==> config.mk <==
export PLATFORM = sky130hd
export DESIGN_NAME = mem_port_arbiter
export DESIGN_NICKNAME = d
export VERILOG_FILES = /design/src/rtl/loopyV_data_types.sv /design/src/rtl/mem_port_arbiter.sv
export SDC_FILE = /design/constraint.sdc
export NUM_CORES = 1
export LEC_CHECK = 0
export CORE_AREA = 2 2 106 108
export CTS_CLUSTER_DIAMETER = 60
export DETAILED_ROUTE_END_ITERATION = 16
export DIE_AREA = 0 0 108 110
export HOLD_SLACK_MARGIN = 0.15
export PLACE_DENSITY = 0.7
export SYNTH_ARGS = -nofsm -noshare
export SYNTH_HDL_FRONTEND = slang
export SYNTH_SLANG_ARGS = --single-unit
==> constraint.sdc <==
create_clock -name clk -period 2 [get_ports clk]
set_clock_uncertainty 0.05 [all_clocks]
set_input_delay 0.4 -clock clk [delete_from_list [all_inputs] [get_ports clk]]
set_output_delay 0.4 -clock clk [all_outputs]
set_load 0.005 [all_outputs]
==> src/rtl/loopyV_data_types.sv <==
// ==========================================================================
// loopyV_data_types : shared types for the rv32imc memory arbiter
// Revision 1.0
// ==========================================================================
`default_nettype none

package loopyV_data_types;

    typedef enum logic [1:0] {
        OWNER_NONE = 2'd0,
        OWNER_IM   = 2'd1,
        OWNER_DM   = 2'd2
    } rsp_owner_t;

    localparam int STARVE_CNT_W = 4;

endpackage

`default_nettype wire

==> src/rtl/mem_port_arbiter.sv <==
// ==========================================================================
// mem_port_arbiter : fetch/data arbiter for one single-port sync memory
// Revision 1.0
// ==========================================================================
`default_nettype none

module mem_port_arbiter
    import loopyV_data_types::*;
#(
    parameter int STARVE_LIMIT = 4
) (
    input  logic        clk,
    input  logic        rstN,

    input  logic        imReq,
    input  logic [31:0] imAddr,
    output logic        imGnt,
    output logic        imRvalid,
    output logic [31:0] imRdata,

    input  logic        dmReadEn,
    input  logic        dmWriteEn,
    input  logic [31:0] dmAddr,
    input  logic [31:0] dmWriteData,
    input  logic [3:0]  dmWriteMask,
    output logic        dmGnt,
    output logic        dmRvalid,
    output logic [31:0] dmReadData,

    input  logic        memReady,
    output logic [31:0] memAddr,
    output logic        memReadEn,
    output logic        memWriteEn,
    output logic [31:0] memWriteData,
    output logic [3:0]  memWriteMask,
    input  logic [31:0] memReadData
);

    localparam logic [STARVE_CNT_W-1:0] C_LIMIT = STARVE_CNT_W'(STARVE_LIMIT);

    logic [STARVE_CNT_W-1:0] starve_cnt_q, starve_cnt_d;
    rsp_owner_t              rsp_owner_q, rsp_owner_d;

    logic w_dm_req;
    logic w_force_im;
    logic w_gnt_dm;
    logic w_gnt_im;

    // Grants are gated by rstN so nothing reaches the memory while reset is held.
    assign w_dm_req   = dmReadEn | dmWriteEn;
    assign w_force_im = imReq && (starve_cnt_q == C_LIMIT);
    assign w_gnt_dm   = rstN && memReady && w_dm_req && !w_force_im;
    assign w_gnt_im   = rstN && memReady && imReq && !w_gnt_dm;

    assign imGnt = w_gnt_im;
    assign dmGnt = w_gnt_dm;

    always_comb begin
        memAddr      = 32'd0;
        memReadEn    = 1'b0;
        memWriteEn   = 1'b0;
        memWriteData = 32'd0;
        memWriteMask = 4'd0;
        if (w_gnt_dm) begin
            memAddr      = dmAddr;
            memReadEn    = !dmWriteEn;
            memWriteEn   = dmWriteEn;
            memWriteData = dmWriteData;
            memWriteMask = dmWriteMask;
        end else if (w_gnt_im) begin
            memAddr   = imAddr;
            memReadEn = 1'b1;
        end
    end

    always_comb begin
        imRvalid   = (rsp_owner_q == OWNER_IM);
        dmRvalid   = (rsp_owner_q == OWNER_DM);
        imRdata    = imRvalid ? memReadData : 32'd0;
        dmReadData = dmRvalid ? memReadData : 32'd0;
    end

    // A stalled memory freezes the counter even if fetch withdraws its request.
    always_comb begin
        starve_cnt_d = starve_cnt_q;
        if (memReady) begin
            if (w_gnt_dm && imReq) begin
                starve_cnt_d = (starve_cnt_q == C_LIMIT) ? starve_cnt_q
                                                         : starve_cnt_q + 1'b1;
            end else if (w_gnt_im || !imReq) begin
                starve_cnt_d = '0;
            end
        end
    end

    always_comb begin
        rsp_owner_d = OWNER_NONE;
        if (w_gnt_im) begin
            rsp_owner_d = OWNER_IM;
        end else if (w_gnt_dm && !dmWriteEn) begin
            rsp_owner_d = OWNER_DM;
        end
    end

    always_ff @(posedge clk or negedge rstN) begin
        if (!rstN) begin
            starve_cnt_q <= '0;
            rsp_owner_q  <= OWNER_NONE;
        end else begin
            starve_cnt_q <= starve_cnt_d;
            rsp_owner_q  <= rsp_owner_d;
        end
    end

endmodule

`default_nettype wire
==> results.toml, run 1 <==
[cells_and_area]
synthToLayoutAreaGrowth_pct = 210
finalNonFillerCells = 716
multi_input_area_um2 = 1390
diodes = 0
nFillCells = 1038
nNetsFinal = 718
seqCellArea_um2 = 150
final_cell_mix = "clkdlybuf4s50_1 (132), and2_1 (74), buf_2 (57)"
final_common_cell = "clkdlybuf4s50_1"
drive_gt1_share_pct = 33.3

[clock_tree]
cts_buffers = 3
cts_sinks = 6
insertion_delay_ns = 0.23
cts_max_level = 1
cts_tree = "yes"
clock-root-buffer = "clkbuf_8"
clkTransAtPathRegs_ns = 0.04
cts_buffer_depth = 2

[power_and_ir_drop]
power_mw = 1.14
combPwrFrac_pct = 72.5
peakVddDrop_mv = 0.132
p_sw_mw = 0.315
intPower_mw = 0.828
p_sw_share_pct = 27.6
power_frac_seq_pct = 11.3
clkPwrFrac_pct = 16.2
p_per_area_nw_per_um2 = 216
p_leak_nw = 2.75

[hold_path]
hp-class = "input pin to async pin"

[sta]
period_minus_slack_ns = 2.25
worst_slack_ns = -0.245
drv_slew = 0
finalHoldViolations = 0
post-route-period-util_pct = 112
slew_headroom_pct = 89.1
final-setup-viol-count = 72
timing.hold.ws_ns = 0.318
rsz0062_at_grt = "true"
max_freq_mhz = 445
worstMarginPinSlew_ns = 0.159

[global_route]
antenna_found_initial = 0
grt_usage_pct = 15.8
grt_max_degree = 17
grt_pass1_vias = 2799
grt_pass1_wl_mm = 14.6
grt-ovfl-total = 0

[routing]
detail-route-antenna-nets = 0
totalWireLength_mm = 10.3
drc = 0
drt_iter0_markers = 105
drt_first_pass_iters = 4
route.detailed.wl_per_inst_um = 14.3
via_per_inst = 4.00
vias = 2864

[critical_path]
crit_required_ns = 1.55
cp_max_fo = 8
reg2reg_depth = 9
crit_path_end_kind = "output pin"
cp.arrival_ns = 1.80
startpoint_type = "flop"
r2r_slack_ns = 0.17
r2r_end = "starve_cnt_q[2]$_DFFE_PN0P_"
crit_type = "flop to output pin"
setup.worst_path.end = "memAddr[24]"
critPathLaunch = "starve_cnt_q[0]$_DFFE_PN0P_"
reg2reg_from = "starve_cnt_q[0]$_DFFE_PN0P_"

[logic_synthesis]
syn_avg_cell_area_um2 = 6.86
synth_cells = 249
synth_edf_count = 0
ys.flop_type = "dfrtp_1"
ys_seq_elements = 6
ys_warn_count = 0
syn_nets = 389
synth_cell_type_count = 24
async_reset_ff_share_pct = 100
seq_area_frac_synth_pct = 8.78
syn_area_um2 = 1710

[floorplanning]
start_util_pct = 16.0
core-area_um2 = 10700
die_area_um2 = 11900
dieWidth_um = 108
fp-row-count = 38
ios = 276
die_y_um = 110

[placed_design]
gp_congestion = 0.793
dp_cells = 662
post-dp-hpwl_mm = 7.30
port_buffers = 275

[outcome]
outcome = "complete, but fails checks"
violations = "setup timing"

[flow_run]
cap_viol_max_count = 0
[synth_stat cells (all sizes together) (2+ instances only)]
library cell | n | area, um2
ha | 2 | 25.0
nand3 | 2 | 10.0
and2 | 101 | 632
dfrtp | 6 | 150
buf | 8 | 108
a32o | 3 | 30.0
nor2b | 3 | 18.8
inv | 36 | 135
mux2i | 34 | 340
and3 | 2 | 12.5
nand2 | 33 | 124
clkbuf | 10 | 38.8
[what timing repair did]
item / CTS / global route
pin swaps: 17 / 11
hold buffers: 0 / 0
resized for setup: 473 / 58
gates cloned: 14 / 0
endpoints found under the setup margin: 136 / 92
setup buffers: 27 / 12
[worst min path at each step]
| stage | to | cells past startpoint |
|---|---|---|
| 5_1_grt | starve_cnt_q[0]$_DFFE_PN0P_ | 3 |
| 6_report | rsp_owner_q[0]$_DFF_PN0_ | 3 |
| 3_5_place_dp | starve_cnt_q[3]$_DFFE_PN0P_ | 2 |
| 3_3_place_gp | starve_cnt_q[3]$_DFFE_PN0P_ | 2 |
| 4_1_cts | rsp_owner_q[0]$_DFF_PN0_ | 3 |
| 2_1_floorplan | rsp_owner_q[0]$_DFF_PN0_ | 0 |
[state kept, by name, summed over array words and instances (netlist names)]
| signal | count |
|---|---|
| starve_cnt_q | 4 |
| rsp_owner_q | 2 |
[worst max-delay path: stages, from the launching register on]
cell	delay, ns
dfrtp_1	0.35
inv_2	0.06
ha_4	0.17
a41oi_4	0.17
buf_6	0.16
buf_12	0.12
buf_16	0.13
buf_8	0.11
mux2i_1	0.17
buf_2	0.13
[kinds of logic (layout without fill, tap and decap cells)]
| group | Yosys count | after routing | share of synthesized area [%] |
|---|---|---|---|
| DFF | 6 | 6 | 8.78 |
| AOI/OAI and AO/OA | 8 | 8 | 5.20 |
| adders and majority gates | 2 | 2 | 1.46 |
| muxes | 34 | 34 | 19.9 |
| and+or+nand+nor | 145 | 145 | 48.2 |
| buffers and inverters | 54 | 381 | 16.5 |
[per-layer routing]
layer / GRT usage [%] / routed length, um / vias to the layer above
met3: 3.17 / 694 / 5
met4: 2.66 / 55 / 0
met1: 17.5 / 3760 / 1321
met5: 0 / 0 / -
li1: - / - / 1420
met2: 31.4 / 5760 / 118
[power groups by stage]
stage          sequential (mW)  combinational [mW]  clock [mW]
2_1_floorplan            0.130               0.188           0
3_3_place_gp             0.129               0.683           0
3_5_place_dp             0.130               0.694           0
4_1_cts                  0.129               0.801       0.190
5_1_grt                  0.129               0.887       0.198
6_report                 0.129               0.829       0.185
[per-stage QoR]
stage / worst slack [ns] / TNS, ns / utilization (%) / instance area (um2)
after detailed placement: -0.894 / -60.33 / 43.5 / 4650
final: -0.245 / -10.43 / 49.5 / 5290
after floorplan: 0.137 / 0 / - / 1710
after global placement: -0.885 / -60.41 / 43.5 / 4650
after CTS: -0.214 / -8.74 / 47.4 / 5070
after global routing: -0.335 / -15.66 / 49.5 / 5290
[area by class of cell]
cell class,count,share of cell area [%]
Timing Repair Buffer,342,64.3
Multi-Input combinational cell,189,26.2
Tap cell,140,3.31
Sequential cell,6,2.84
Inverter,36,2.55
Clock buffer,3,0.780
Note: power is estimated with default switching activity, not from simulation.
==> run 2, diff against run 1 <==
- ABC_CLOCK_PERIOD_IN_PS: not set -> 2000
==> results of run 2 <==
The final DEF is identical to that of run 1; final timing and power are the same.
==> run 3, diff against run 2 <==
- SETUP_SLACK_MARGIN: not set -> 0.5
==> run 3 against run 2 <==
Global-route usage increased by 1.2 points. Cell area rose by 14%. Cell count up 1.4%. Sequential share of layout area down 0.35 points. Total power rose by 13%. The run still ends with setup timing left. Register-to-register slack worse by 0.15 ns. Worst setup slack got worse by 0.058 ns. Die area stayed put. Critical endpoint is now memAddr[13]. Critical path depth up 1. Combinational power rose by 19%.
==> results.toml, run 3 (synthesis results as in run 1) <==
[routing]
totalWireLength_mm = 11.8
route.detailed.wl_per_inst_um = 16.3
drt_iter0_markers = 95
vias = 2974
drc = 0
detail-route-antenna-nets = 0
drt_first_pass_iters = 4
via_per_inst = 4.10

[power_and_ir_drop]
p_leak_nw = 2.89
peakVddDrop_mv = 0.184
power_mw = 1.30
p_per_area_nw_per_um2 = 215

[critical_path]
path_buf_inv = 7
crit_path_end_kind = "output pin"
cpMostUsedCell = "buf_12"
critPathTopFamily = "buffers and inverters"
crit_type = "flop to output pin"
r2r_slack_ns = 0.02
cp.arrival_ns = 1.85
startpoint_type = "flop"
r2r_end = "starve_cnt_q[2]$_DFFE_PN0P_"
reg2reg_depth = 11
reg2reg_from = "starve_cnt_q[0]$_DFFE_PN0P_"
critPathMaxStageDelay_ns = 0.37
crit_required_ns = 1.55
crit_slowest_cell = "dfrtp_1"
path_cells = "inv_2, ha_4, a41oi_4, buf_6, buf_12, buf_12, buf_16, buf_8, mux2i_1, buf_2"
cp_max_fo = 7

[cells_and_area]
synthToLayoutAreaGrowth_pct = 253
postLayoutCellArea_um2 = 6030
final_common_cell = "buf_6"
diodes = 0
nFillCells = 915
drive_gt1_share_pct = 56.5
regMostFlops = "starve_cnt_q"
nNetsFinal = 728
top_regs = "starve_cnt_q x4, rsp_owner_q x2"
largest_reg_flops = 4
final_cell_mix = "buf_6 (134), clkdlybuf4s50_1 (132), and2_4 (100)"

[floorplanning]
dieWidth_um = 108
start_util_pct = 16.0
fp-row-count = 38
die_y_um = 110
core-area_um2 = 10700
die_area_um2 = 11900
ios = 276

[flow_run]
cap_viol_max_count = 0

[global_route]
grt_max_degree = 33
grt_pass1_wl_mm = 15.6
grt_pass1_vias = 2944
antenna_found_initial = 0
grt_usage_pct = 17.0
grt-ovfl-total = 0

[clock_tree]
insertion_delay_ns = 0.22
cts_buffers = 3
cts_tree = "yes"
clkTransAtPathRegs_ns = 0.04
cts_buffer_depth = 2
clock-root-buffer = "clkbuf_8"
hold_buffers = 0
cts_max_level = 1
cts_sinks = 6

[placed_design]
port_buffers = 275
gp_congestion = 0.785
placed_area_um2 = 4670
post-dp-hpwl_mm = 7.25

[sta]
timing.hold.ws_ns = 0.288
finalHoldViolations = 0
post-route-period-util_pct = 115
max_freq_mhz = 434
period_minus_slack_ns = 2.30
drv_slew = 0
final-setup-viol-count = 84
worstMarginPinSlew_ns = 0.187
slew_headroom_pct = 87.5
rsz0062_at_grt = "true"
worst_slack_ns = -0.303

[outcome]
violations = "setup timing"
outcome = "complete, but fails checks"

[hold_path]
hp-class = "input pin to async pin"
[run 3: worst max-delay path by stage]
stage,from,end,slack (ns),depth (start not counted)
2_1_floorplan,starve_cnt_q[0]$_DFFE_PN0P_,memAddr[0],0.21,6
3_3_place_gp,memReady,memReadEn,-0.86,6
3_5_place_dp,memReady,memReadEn,-0.91,6
4_1_cts,starve_cnt_q[0]$_DFFE_PN0P_,memAddr[13],-0.27,10
5_1_grt,starve_cnt_q[0]$_DFFE_PN0P_,memAddr[13],-0.39,10
6_report,starve_cnt_q[0]$_DFFE_PN0P_,memAddr[13],-0.30,10
[run 3: tightest hold or removal path, stage by stage]
cell and delay, ns:
clkdlybuf4s15_2 0.21, buf_4 0.11, buf_4 0.17
[run 3: cell type report]
type                            count  area, um2  share of cell area, %
Multi-Input combinational cell    189       1580                   26.1
Sequential cell                     6        150                   2.49
Inverter                           36        135                   2.24
Timing Repair Buffer              352       3960                   65.6
Clock buffer                        3       41.3                  0.685
Tap cell                          140        175                   2.90
[run 3: where the power goes]
group | switching, mW | internal, mW
Clock | 0.0505 | 0.129
Combinational | 0.303 | 0.684
Sequential | 0.00379 | 0.126
[run 3: stage by stage]
step           cells  TNS (ns)  worst slack [ns]  utilization, %
2_1_floorplan    249         0             0.210               -
3_3_place_gp     661    -57.16            -0.861            43.6
3_5_place_dp     661    -58.66            -0.907            43.6
4_1_cts          715    -11.63            -0.269            49.8
5_1_grt          726    -18.89            -0.385            56.4
6_report         726    -14.00            -0.303            56.4
[run 3: metal layers]
metal	vias up	share of wire [%]	GRT usage, %
met2	145	53	32.5
met5	-	0	0
met3	16	6.6	2.41
li1	1439	-	-
met4	0	1.8	4.95
met1	1374	38	19.5
[run 3: timing repair]
item                                    4_1_cts  5_1_grt
gates cloned                                 15        2
endpoints found under the setup margin      144      143
pin swaps                                    42       50
buffers inserted                             36        9
resized for setup                           673      153
